File: config.mk
export PLATFORM = sky130hd
export DESIGN_NAME = sseg_capture
export DESIGN_NICKNAME = d
export VERILOG_FILES = /design/src/rtl/sseg_pkg.sv /design/src/rtl/sseg_decode.sv /design/src/rtl/sseg_capture.sv
export SDC_FILE = /design/constraint.sdc
export NUM_CORES = 1
export LEC_CHECK = 0
export CAP_MARGIN = 20
export CORE_MARGIN = 1
export CORE_UTILIZATION = 60
export CTS_CLUSTER_DIAMETER = 200
export DETAILED_ROUTE_END_ITERATION = 7
export GPL_TIMING_DRIVEN = 0
export PLACE_DENSITY = 0.83
export SLEW_MARGIN = 20
export SYNTH_ARGS = -nofsm -noshare
export SYNTH_HDL_FRONTEND = slang
export SYNTH_HIERARCHICAL = 1
export SYNTH_SLANG_ARGS = --single-unit
File: constraint.sdc
create_clock -name clk -period 9.9 [get_ports clk]
set_input_delay 1.485 -clock clk [delete_from_list [all_inputs] [get_ports clk]]
set_output_delay 1.485 -clock clk [all_outputs]
set_load 0.01 [all_outputs]
File: src/rtl/sseg_pkg.sv
// ---------------------------------------------------------------------------
// sseg_pkg
// Shared definitions for the seven-segment display path: the 16 hex glyphs
// (active-low, bit order {g,f,e,d,c,b,a}, so bit 0 is segment a and bit 6 is
// segment g), the blank pattern, the capture FSM encoding and a helper that
// maps a single active-low anode enable to its digit index.
// ---------------------------------------------------------------------------
package sseg_pkg;

   localparam int SEG_W = 7;
   localparam int NUM_DIGITS = 4;

   localparam logic [SEG_W-1:0] SEG_BLANK = 7'h7F;

   // Index = nibble value. Shared with sseg_display so encode/decode agree.
   localparam logic [SEG_W-1:0] GLYPH [16] = '{
      7'b1000000,  // 0
      7'b1111001,  // 1
      7'b0100100,  // 2
      7'b0110000,  // 3
      7'b0011001,  // 4
      7'b0010010,  // 5
      7'b0000010,  // 6
      7'b1111000,  // 7
      7'b0000000,  // 8
      7'b0010000,  // 9
      7'b0001000,  // A
      7'b0000011,  // b
      7'b1000110,  // C
      7'b0100001,  // d
      7'b0000110,  // E
      7'b0001110   // F
   };

   typedef enum logic [1:0] {
      ST_IDLE,
      ST_TRACK,
      ST_CAPTURED,
      ST_MULTI
   } state_e;

   // Only meaningful when exactly one anode is low.
   function automatic logic [1:0] digit_index(input logic [NUM_DIGITS-1:0] an);
      case (an)
         4'b1110: digit_index = 2'd0;
         4'b1101: digit_index = 2'd1;
         4'b1011: digit_index = 2'd2;
         4'b0111: digit_index = 2'd3;
         default: digit_index = 2'd0;
      endcase
   endfunction

endpackage

File: src/rtl/sseg_decode.sv
// ---------------------------------------------------------------------------
// sseg_decode
// Combinational inverse of sseg_display: active-low segment pattern back to
// a hex nibble. Patterns that are not one of the 16 glyphs give nibble 0 and
// ok = 0.
//   pattern : in  7  segment pattern, active-low, {g,f,e,d,c,b,a}
//   nibble  : out 4  decoded hex value
//   ok      : out 1  pattern is a recognised glyph
// ---------------------------------------------------------------------------
module sseg_decode
   import sseg_pkg::*;
(
   input  logic [SEG_W-1:0] pattern,
   output logic [3:0]       nibble,
   output logic             ok
);

   // NOTE: every output of a combinational block gets a default first, so no
   // path through the block leaves it unassigned and a latch is never inferred.
   always_comb begin
      nibble = 4'h0;
      ok     = 1'b0;
      for (int i = 0; i < 16; i++) begin
         if (pattern == GLYPH[i]) begin
            nibble = 4'(i);
            ok     = 1'b1;
         end
      end
   end

endmodule

File: src/rtl/sseg_capture.sv
// ---------------------------------------------------------------------------
// sseg_capture
// Receive side of the multiplexed 4-digit seven-segment bus. Samples the
// anode/segment lines, waits for each digit's drive to settle, captures the
// raw pattern per digit and decodes it back to hex.
//   clk        : in  1   system clock
//   rst        : in  1   asynchronous, active-high reset
//   an         : in  4   anode enables, active-low (an[i]=0 selects digit i)
//   seg        : in  7   segment lines, active-low, {g,f,e,d,c,b,a}
//   dig0..dig3 : out 7   last captured raw pattern per digit
//   hex        : out 16  decoded nibbles, hex[4i+3:4i] is digit i
//   hex_ok     : out 4   digit i holds a recognised glyph
//   frame_done : out 1   pulse once all four digits captured since last pulse
//   stale      : out 4   digit i not captured for TIMEOUT_CYCLES
//   err        : out 1   pulse on entry into a multiple-anode condition
// ---------------------------------------------------------------------------
module sseg_capture
   import sseg_pkg::*;
#(
   parameter int STABLE_CYCLES  = 16,
   parameter int TIMEOUT_CYCLES = 1048576
) (
   input  logic        clk,
   input  logic        rst,
   input  logic [3:0]  an,
   input  logic [6:0]  seg,
   output logic [6:0]  dig0,
   output logic [6:0]  dig1,
   output logic [6:0]  dig2,
   output logic [6:0]  dig3,
   output logic [15:0] hex,
   output logic [3:0]  hex_ok,
   output logic        frame_done,
   output logic [3:0]  stale,
   output logic        err
);

   localparam int CW = $clog2(STABLE_CYCLES);
   localparam int SW = $clog2(TIMEOUT_CYCLES + 1);
   localparam logic [CW-1:0] CNT_MAX   = CW'(STABLE_CYCLES - 1);
   localparam logic [SW-1:0] STALE_MAX = SW'(TIMEOUT_CYCLES);

   logic [3:0]       an_m, an_s;
   logic [6:0]       seg_m, seg_s;
   logic             bus_chg;      // {an_s,seg_s} differs from last cycle
   logic             an_chg;       // an_s differs from last cycle
   logic [CW-1:0]    cnt;
   state_e           state, state_nx;
   logic [2:0]       low_cnt;
   logic             sel, multi, none;
   logic [1:0]       idx;
   logic             cap;
   logic [3:0]       cap_mask;
   logic [3:0]       seen;
   logic [3:0]       dec_nib;
   logic             dec_ok;
   logic [6:0]       dig_r     [NUM_DIGITS];
   logic [SW-1:0]    stale_cnt [NUM_DIGITS];

   // Two-flop synchronizers; reset to the idle bus (all anodes off, blank).
   // NOTE: state is updated with non-blocking assignments so every flop
   // samples the pre-edge values and the synchronizer really is two stages.
   always_ff @(posedge clk or posedge rst) begin
      if (rst) begin
         an_m  <= 4'hF;
         an_s  <= 4'hF;
         seg_m <= SEG_BLANK;
         seg_s <= SEG_BLANK;
      end else begin
         an_m  <= an;
         an_s  <= an_m;
         seg_m <= seg;
         seg_s <= seg_m;
      end
   end

   // The change flags and the stability counter look one stage ahead (the
   // _m flops) so that in the first cycle a new value shows on _s the counter
   // already reads 0 and the change flags are already set.
   always_ff @(posedge clk or posedge rst) begin
      if (rst) begin
         bus_chg <= 1'b0;
         an_chg  <= 1'b0;
         cnt     <= '0;
      end else begin
         bus_chg <= {an_m, seg_m} != {an_s, seg_s};
         an_chg  <= an_m != an_s;
         if ({an_m, seg_m} != {an_s, seg_s})
            cnt <= '0;
         else if (cnt != CNT_MAX)
            cnt <= cnt + 1'b1;
      end
   end

   assign low_cnt = 3'($countones(~an_s));
   assign sel     = (low_cnt == 3'd1);
   assign multi   = (low_cnt >= 3'd2);
   assign none    = (low_cnt == 3'd0);
   assign idx     = digit_index(an_s);

   always_comb begin
      state_nx = state;
      if (multi)
         state_nx = ST_MULTI;
      else if (none)
         state_nx = ST_IDLE;
      else begin
         case (state)
            ST_IDLE, ST_MULTI:
               state_nx = ST_TRACK;
            ST_TRACK:
               // A different digit restarts tracking via IDLE; a segment-only
               // change just clears the counter and keeps tracking.
               if (an_chg)
                  state_nx = ST_IDLE;
               else if (!bus_chg && cnt == CNT_MAX)
                  state_nx = ST_CAPTURED;
            ST_CAPTURED:
               if (bus_chg)
                  state_nx = ST_TRACK;
            default:
               state_nx = ST_IDLE;
         endcase
      end
   end

   assign cap      = (state == ST_TRACK) && (state_nx == ST_CAPTURED) && sel;
   assign cap_mask = cap ? (4'b0001 << idx) : 4'b0000;

   sseg_decode u_decode (
      .pattern (seg_s),
      .nibble  (dec_nib),
      .ok      (dec_ok)
   );

   // NOTE: the per-digit arrays are only four entries of flops, not a RAM,
   // so they take the reset values directly in the reset branch.
   always_ff @(posedge clk or posedge rst) begin
      if (rst) begin
         state      <= ST_IDLE;
         err        <= 1'b0;
         frame_done <= 1'b0;
         seen       <= 4'h0;
         hex        <= 16'h0;
         hex_ok     <= 4'h0;
         for (int i = 0; i < NUM_DIGITS; i++) begin
            dig_r[i]     <= SEG_BLANK;
            stale_cnt[i] <= STALE_MAX;
         end
      end else begin
         state <= state_nx;
         err   <= multi && (state != ST_MULTI);

         // A capture landing on the clearing cycle seeds the next frame.
         frame_done <= (seen == 4'hF);
         if (seen == 4'hF)
            seen <= cap_mask;
         else
            seen <= seen | cap_mask;

         for (int i = 0; i < NUM_DIGITS; i++) begin
            if (cap_mask[i])
               stale_cnt[i] <= '0;
            else if (stale_cnt[i] != STALE_MAX)
               stale_cnt[i] <= stale_cnt[i] + 1'b1;
         end

         if (cap) begin
            dig_r[idx]              <= seg_s;
            hex[{idx, 2'b00} +: 4]  <= dec_nib;
            hex_ok[idx]             <= dec_ok;
         end
      end
   end

   always_comb begin
      stale = 4'h0;
      for (int i = 0; i < NUM_DIGITS; i++)
         stale[i] = (stale_cnt[i] == STALE_MAX);
   end

   assign dig0 = dig_r[0];
   assign dig1 = dig_r[1];
   assign dig2 = dig_r[2];
   assign dig3 = dig_r[3];

endmodule

---- After elaboration in Yosys (flattened, before gate mapping) ----
Index checks and enable logic that the tools add are counted.
storage, ports and cells
  output and inout bits ................... 54
  bits in registers ....................... 168
  logic and storage cells ................. 151
cells by class
  muxes and demuxes ....................... 57
  shift-type cells ........................ 3
  reductions and logical operators ........ 16
  eq/ne operators ......................... 37
  $add $sub $neg .......................... 9
  bitwise operators ....................... 3
  order comparisons ....................... 5
operators by type and width
  cell                                                   count
  2-to-1 mux 21 bit                                      8
  adder 21 x 1 -> 21 bit (second input constant)         4
  equality test 21 bit (second input constant)           4
  inequality test 21 bit (second input constant)         4
  2-to-1 mux 4 bit                                       12
  bitwise mux 28 bit                                     1
  equality test 7 bit (second input constant)            4
  equality test 7 x 5 -> 1 bit (second input constant)   3
  equality test 7 x 6 -> 1 bit (second input constant)   3
  2-to-1 mux 1 bit                                       18
  bitwise mux 16 bit                                     1
  equality test 4 bit (second input constant)            4
  variable shift 4 x 6 -> 16 bit (first input constant)  1
  indexed part select 4 x 6 -> 16 bit                    1
  demux 7 bit (select 2 bit)                             1
  equality test 7 x 2 -> 1 bit (second input constant)   2
  equality test 7 x 4 -> 1 bit (second input constant)   2
  2-to-1 mux 2 bit                                       7
  2-to-1 mux 3 bit                                       4
  case mux 2 bit (3 select lines)                        2
  inequality test 11 bit                                 1
  nonzero test 2 bit                                     5
  equality test 7 x 3 -> 1 bit (second input constant)   1
  zero test 7 bit                                        1
  28 further kinds                                       36

---- Depth between registers and ports, before layout ----
  word-level depth ........................ 18
  gate-level depth with buffers ........... 11
  gate-level depth less buffers ........... 9

---- By module ----
Netlist, hierarchy kept.
by module, submodules not included
  module        area each (sq um)  times used  cells each  seq. area each (sq um)
  sseg_capture  8087.8             1           748         4271.6
  sseg_decode   310.3              1           48          0.0

---- Least setup slack after synthesis ----
OpenSTA, ideal clock, no wires.
  path type ............................... register to register
  start point ............................. reg an_s[3]
  end point ............................... reg dig_r, in the netlist dig0[0]
  slack ................................... 6.776 ns
  data required time ...................... 9.818 ns
  arrival ................................. 3.042 ns
  stages on the path, launching flop included .. 11
  path through ............................ dfstp_2 fa_1 inv_1 ha_1 inv_1 ha_1 nor4bb_1 nand3_1 a211oi_4 buf_6 mux2_4
between the ends
  longest elaborated chain between the ends .. 9
  elaborated cells between the ends (all ways) .. 22
  classes of those cells .................. add/sub: 2; order compare: 3; eq/ne: 5; mux: 6; bitwise: 2; reduce/logical: 4
RTL lines
  element                                                                                    line                 text
  start: declaration                                                                         sseg_capture.sv:43   logic [3:0] an_m, an_s;
  start signal: assignment                                                                   sseg_capture.sv:71   an_s <= an_m;
  parallel branches: the longest is 9 deep, another holds greater-or-equal comparator 3 bit  n/a
  end signal: indexed assignment                                                             sseg_capture.sv:169  dig_r[idx] <= seg_s;
  end: declaration                                                                           sseg_capture.sv:57   logic [6:0] dig_r [NUM_DIGITS];
Several ways; the timed one is not identified.
A chain may end at the register's enable or synchronous reset.

---- Worst setup path in the final report ----
  start point ............................. reg stale_cnt[0] (netlist name)
  end point ............................... out stale[3]
between the ends
  longest elaborated chain between the ends .. 1
RTL lines
  element                           line                 text
  start: declaration                sseg_capture.sv:58   logic [SW-1:0] stale_cnt [NUM_DIGITS];
  start signal: indexed assignment  sseg_capture.sv:165  stale_cnt[i] <= stale_cnt[i] + 1'b1;
  equality test 21 bit              sseg_capture.sv:179  stale[i] = (stale_cnt[i] == STALE_MAX);
  end: declaration                  sseg_capture.sv:34   output logic [3:0] stale,
No other way between the ends.

==> impl_metrics.tcl <==
set metrics [dict create \
    finalCritPeriodShare_pct 38.8 \
    vias 6424 \
    finish.utilization_pct 73.4 \
    hold_path_end "seg_s[4]" \
    worstReg2RegStart "an_s[3]" \
    rrSetupSlack_ps 6330 \
    insertion_delay_ps 420 \
    skew_ps 5.19 \
    die_y_um 120 \
    tightest_slew_ps 738 \
    hold_violations 0 \
    dpl.hpwl_mm 12.6 \
    path_max_fanout 5 \
    synth_ff_type "dfrtp_1" \
    rsz0062_at_grt "false" \
    num_rows 42 \
    synth_common_cells "114 x dfrtp_1, 61 x nor2_1, 54 x dfstp_2" \
    min_from "seg_m[4]" \
    numCtsBuffers 17 \
    yosysWarnings 6 \
    endpoint_kind "output pin" \
    cp.arrival_ps 2350 \
    post_drt_wl_per_cell_um 17.1 \
    async_reset_ff_share_pct 100 \
    synth.net_count 831 \
    drt-initial-drc-count 561 \
    io_buffers 66 \
    via_per_inst 6.00 \
    grt-ovfl-total 0 \
    grt_max_degree 95 \
    fillers 900 \
    routed_wirelength_mm 18.3 \
    syn_area_um2 8400 \
    h-tree-depth 4 \
    antenna_found_initial 0 \
    syn_inst 796 \
    slew_headroom_pct 50.7 \
    ys_seq_elements 168 \
    hold_depth 0 \
    setup_viol 0 \
    initial_utilization_pct 62.4 \
    drive_gt1_share_pct 16.4 \
    die_w_um 120 \
    ys_types 56 \
    cts-resized-gates 0 \
    first_global_vias 6387 \
    p_per_area_nw_per_um2 152 \
    die-area_um2 14500 \
    cts_root_buf "clkbuf_16" \
    area_growth_pct 17.6 \
    avgSynthCellArea_um2 10.6 \
    netlist.area_leader.share_pct 34.0 \
    slew_viol_final 0 \
    io_pins 67 \
    grt_pass1_wl_mm 30.9 \
    max_cap_viol_count 0 \
    path_clk_slew_ps 60 \
    irDropWorstVdd_mv 0.134 \
    period_needed_ps 3840 \
    drc_errors 0 \
    rr_worst_depth 10 \
    finalSetupTns_ps 0 \
    grt_usage_pct 27.1 \
    fin_nets 917 \
    netlist_top_cells_area "dfrtp_1 34%, dfstp_2 17%, xor2_1 4.0%, mux2_2 3.9%, ha_1 3.1%" \
    yosysMostFrequentCell "dfrtp_1" \
    yosysSeqAreaShare_pct 50.9 \
    cp-start-kind "flop" \
    tritoncts "done" \
    required_ps 8420 \
    holdCritPathClass "reg -> reg" \
    r2r-end "dig3[5]" \
    firstDrtPassIters 5 \
    max_freq_ghz 0.261 \
    cts.sinks 168 \
    crit_type "reg -> out" \
    clock_path_buffers 2 \
    holdBufCountCts 0 \
    cts_setup_buffers 0 \
    num_antenna_cells 0 \
    status "completed" \
    synth_top_cell_by_area "dfrtp_1" \
    p_leak_nw 4.14 \
    synth_edf_count 0 \
    place_congestion 0.893 \
    fp.coreArea_um2 13500 \
    final_antenna_net_count 0 \
]
[logic make-up after synthesis]
kind of cell               synth area share, %
DFF                                       50.9
adders and majority gates                 3.37
and+or+nand+nor                           20.7
buffers and inverters                     4.34
muxes                                     6.87
AOI/OAI and AO/OA                         7.64
xor gates and xnor gates                  6.26
[worst max-delay path, cell delays in order (launching register included)]
cell and delay (ps):
dfrtp_1 430, inv_1 110, ha_1 140, nor4b_1 310, nand3_1 190, nor2_1 200
clkdlybuf4s50_1 560
[state kept, by name, summed over array words and instances, names as in the netlist]
register / flops
seg_m: 7
hex_ok: 4
an_m: 4
state: 2
stale_cnt: 84
hex: 16
dig2: 7
err: 1
dig3: 7
bus_chg: 1
dig0: 7
frame_done: 1
seen: 4
an_s: 4
dig1: 7
seg_s: 7
an_chg: 1
cnt: 4
[layout by cell type, fill, tap and decap left out, types with 18 or more instances in the layout]
cell type        instances
nand3_1                 39
a21oi_1                 38
nor4_1                  19
xor2_1                  38
dfrtp_1                114
nor2_1                  61
o21ai_0                 30
nand2_1                 46
or3_1                   24
mux2_2                  29
nand4_1                 38
clkbuf_16               18
inv_1                   43
clkdlybuf4s50_1         66
mux2i_1                 19
xnor2_1                 22
dfstp_2                 54
ha_1                    21
[per-layer routing]
metal / up-vias / share of wire, % / track usage [%]
li1: 3003 / - / -
met3: 30 / 5.5 / 6.46
met5: - / 0 / 0
met2: 197 / 50 / 46.2
met1: 3194 / 42 / 33.3
met4: 0 / 2.0 / 10.3
[worst max path at each step]
stage	end	startpoint	cells after the start
global placement	cnt[2]	rst	2
finish	stale[3]	stale_cnt[0]	6
CTS	stale[3]	stale_cnt[0]	6
detailed placement	dig3[5]	an_s[3]	10
global route	stale[3]	stale_cnt[4]	5
floorplan	an_chg	rst	1
[layout make-up]
type	instances	area, um2	area share, %
tap	176	220	2.23
timing repair buffer	67	688	6.97
sequential	168	4270	43.2
clock inverter	11	93.8	0.950
multi-input combinational	553	3760	38.1
inverter	44	173	1.75
buffer	31	199	2.01
clock buffer	21	472	4.77
[power breakdown]
| part | internal [mW] | total, mW | leakage [nW] | switching, mW |
|---|---|---|---|---|
| registers | 0.722 | 0.765 | 2.08 | 0.0436 |
| logic | 0.0424 | 0.103 | 1.77 | 0.0603 |
| clock network | 0.367 | 0.634 | 0.283 | 0.267 |
[per-stage QoR]
| stage | hold slack, ps | cells | instance area [um2] | setup slack (ps) | power, mW |
|---|---|---|---|---|---|
| 2_1_floorplan | 360 | 796 | 8400 | 3960 | 0.837 |
| 3_3_place_gp | 362 | 1038 | 9280 | 2020 | 0.864 |
| 3_5_place_dp | 364 | 1039 | 9310 | 6340 | 0.876 |
| 4_1_cts | 373 | 1071 | 9880 | 6080 | 1.51 |
| 5_1_grt | 376 | 1071 | 9880 | 5910 | 1.55 |
| 6_report | 373 | 1071 | 9880 | 6060 | 1.50 |
(Power assumes the default switching activity.)
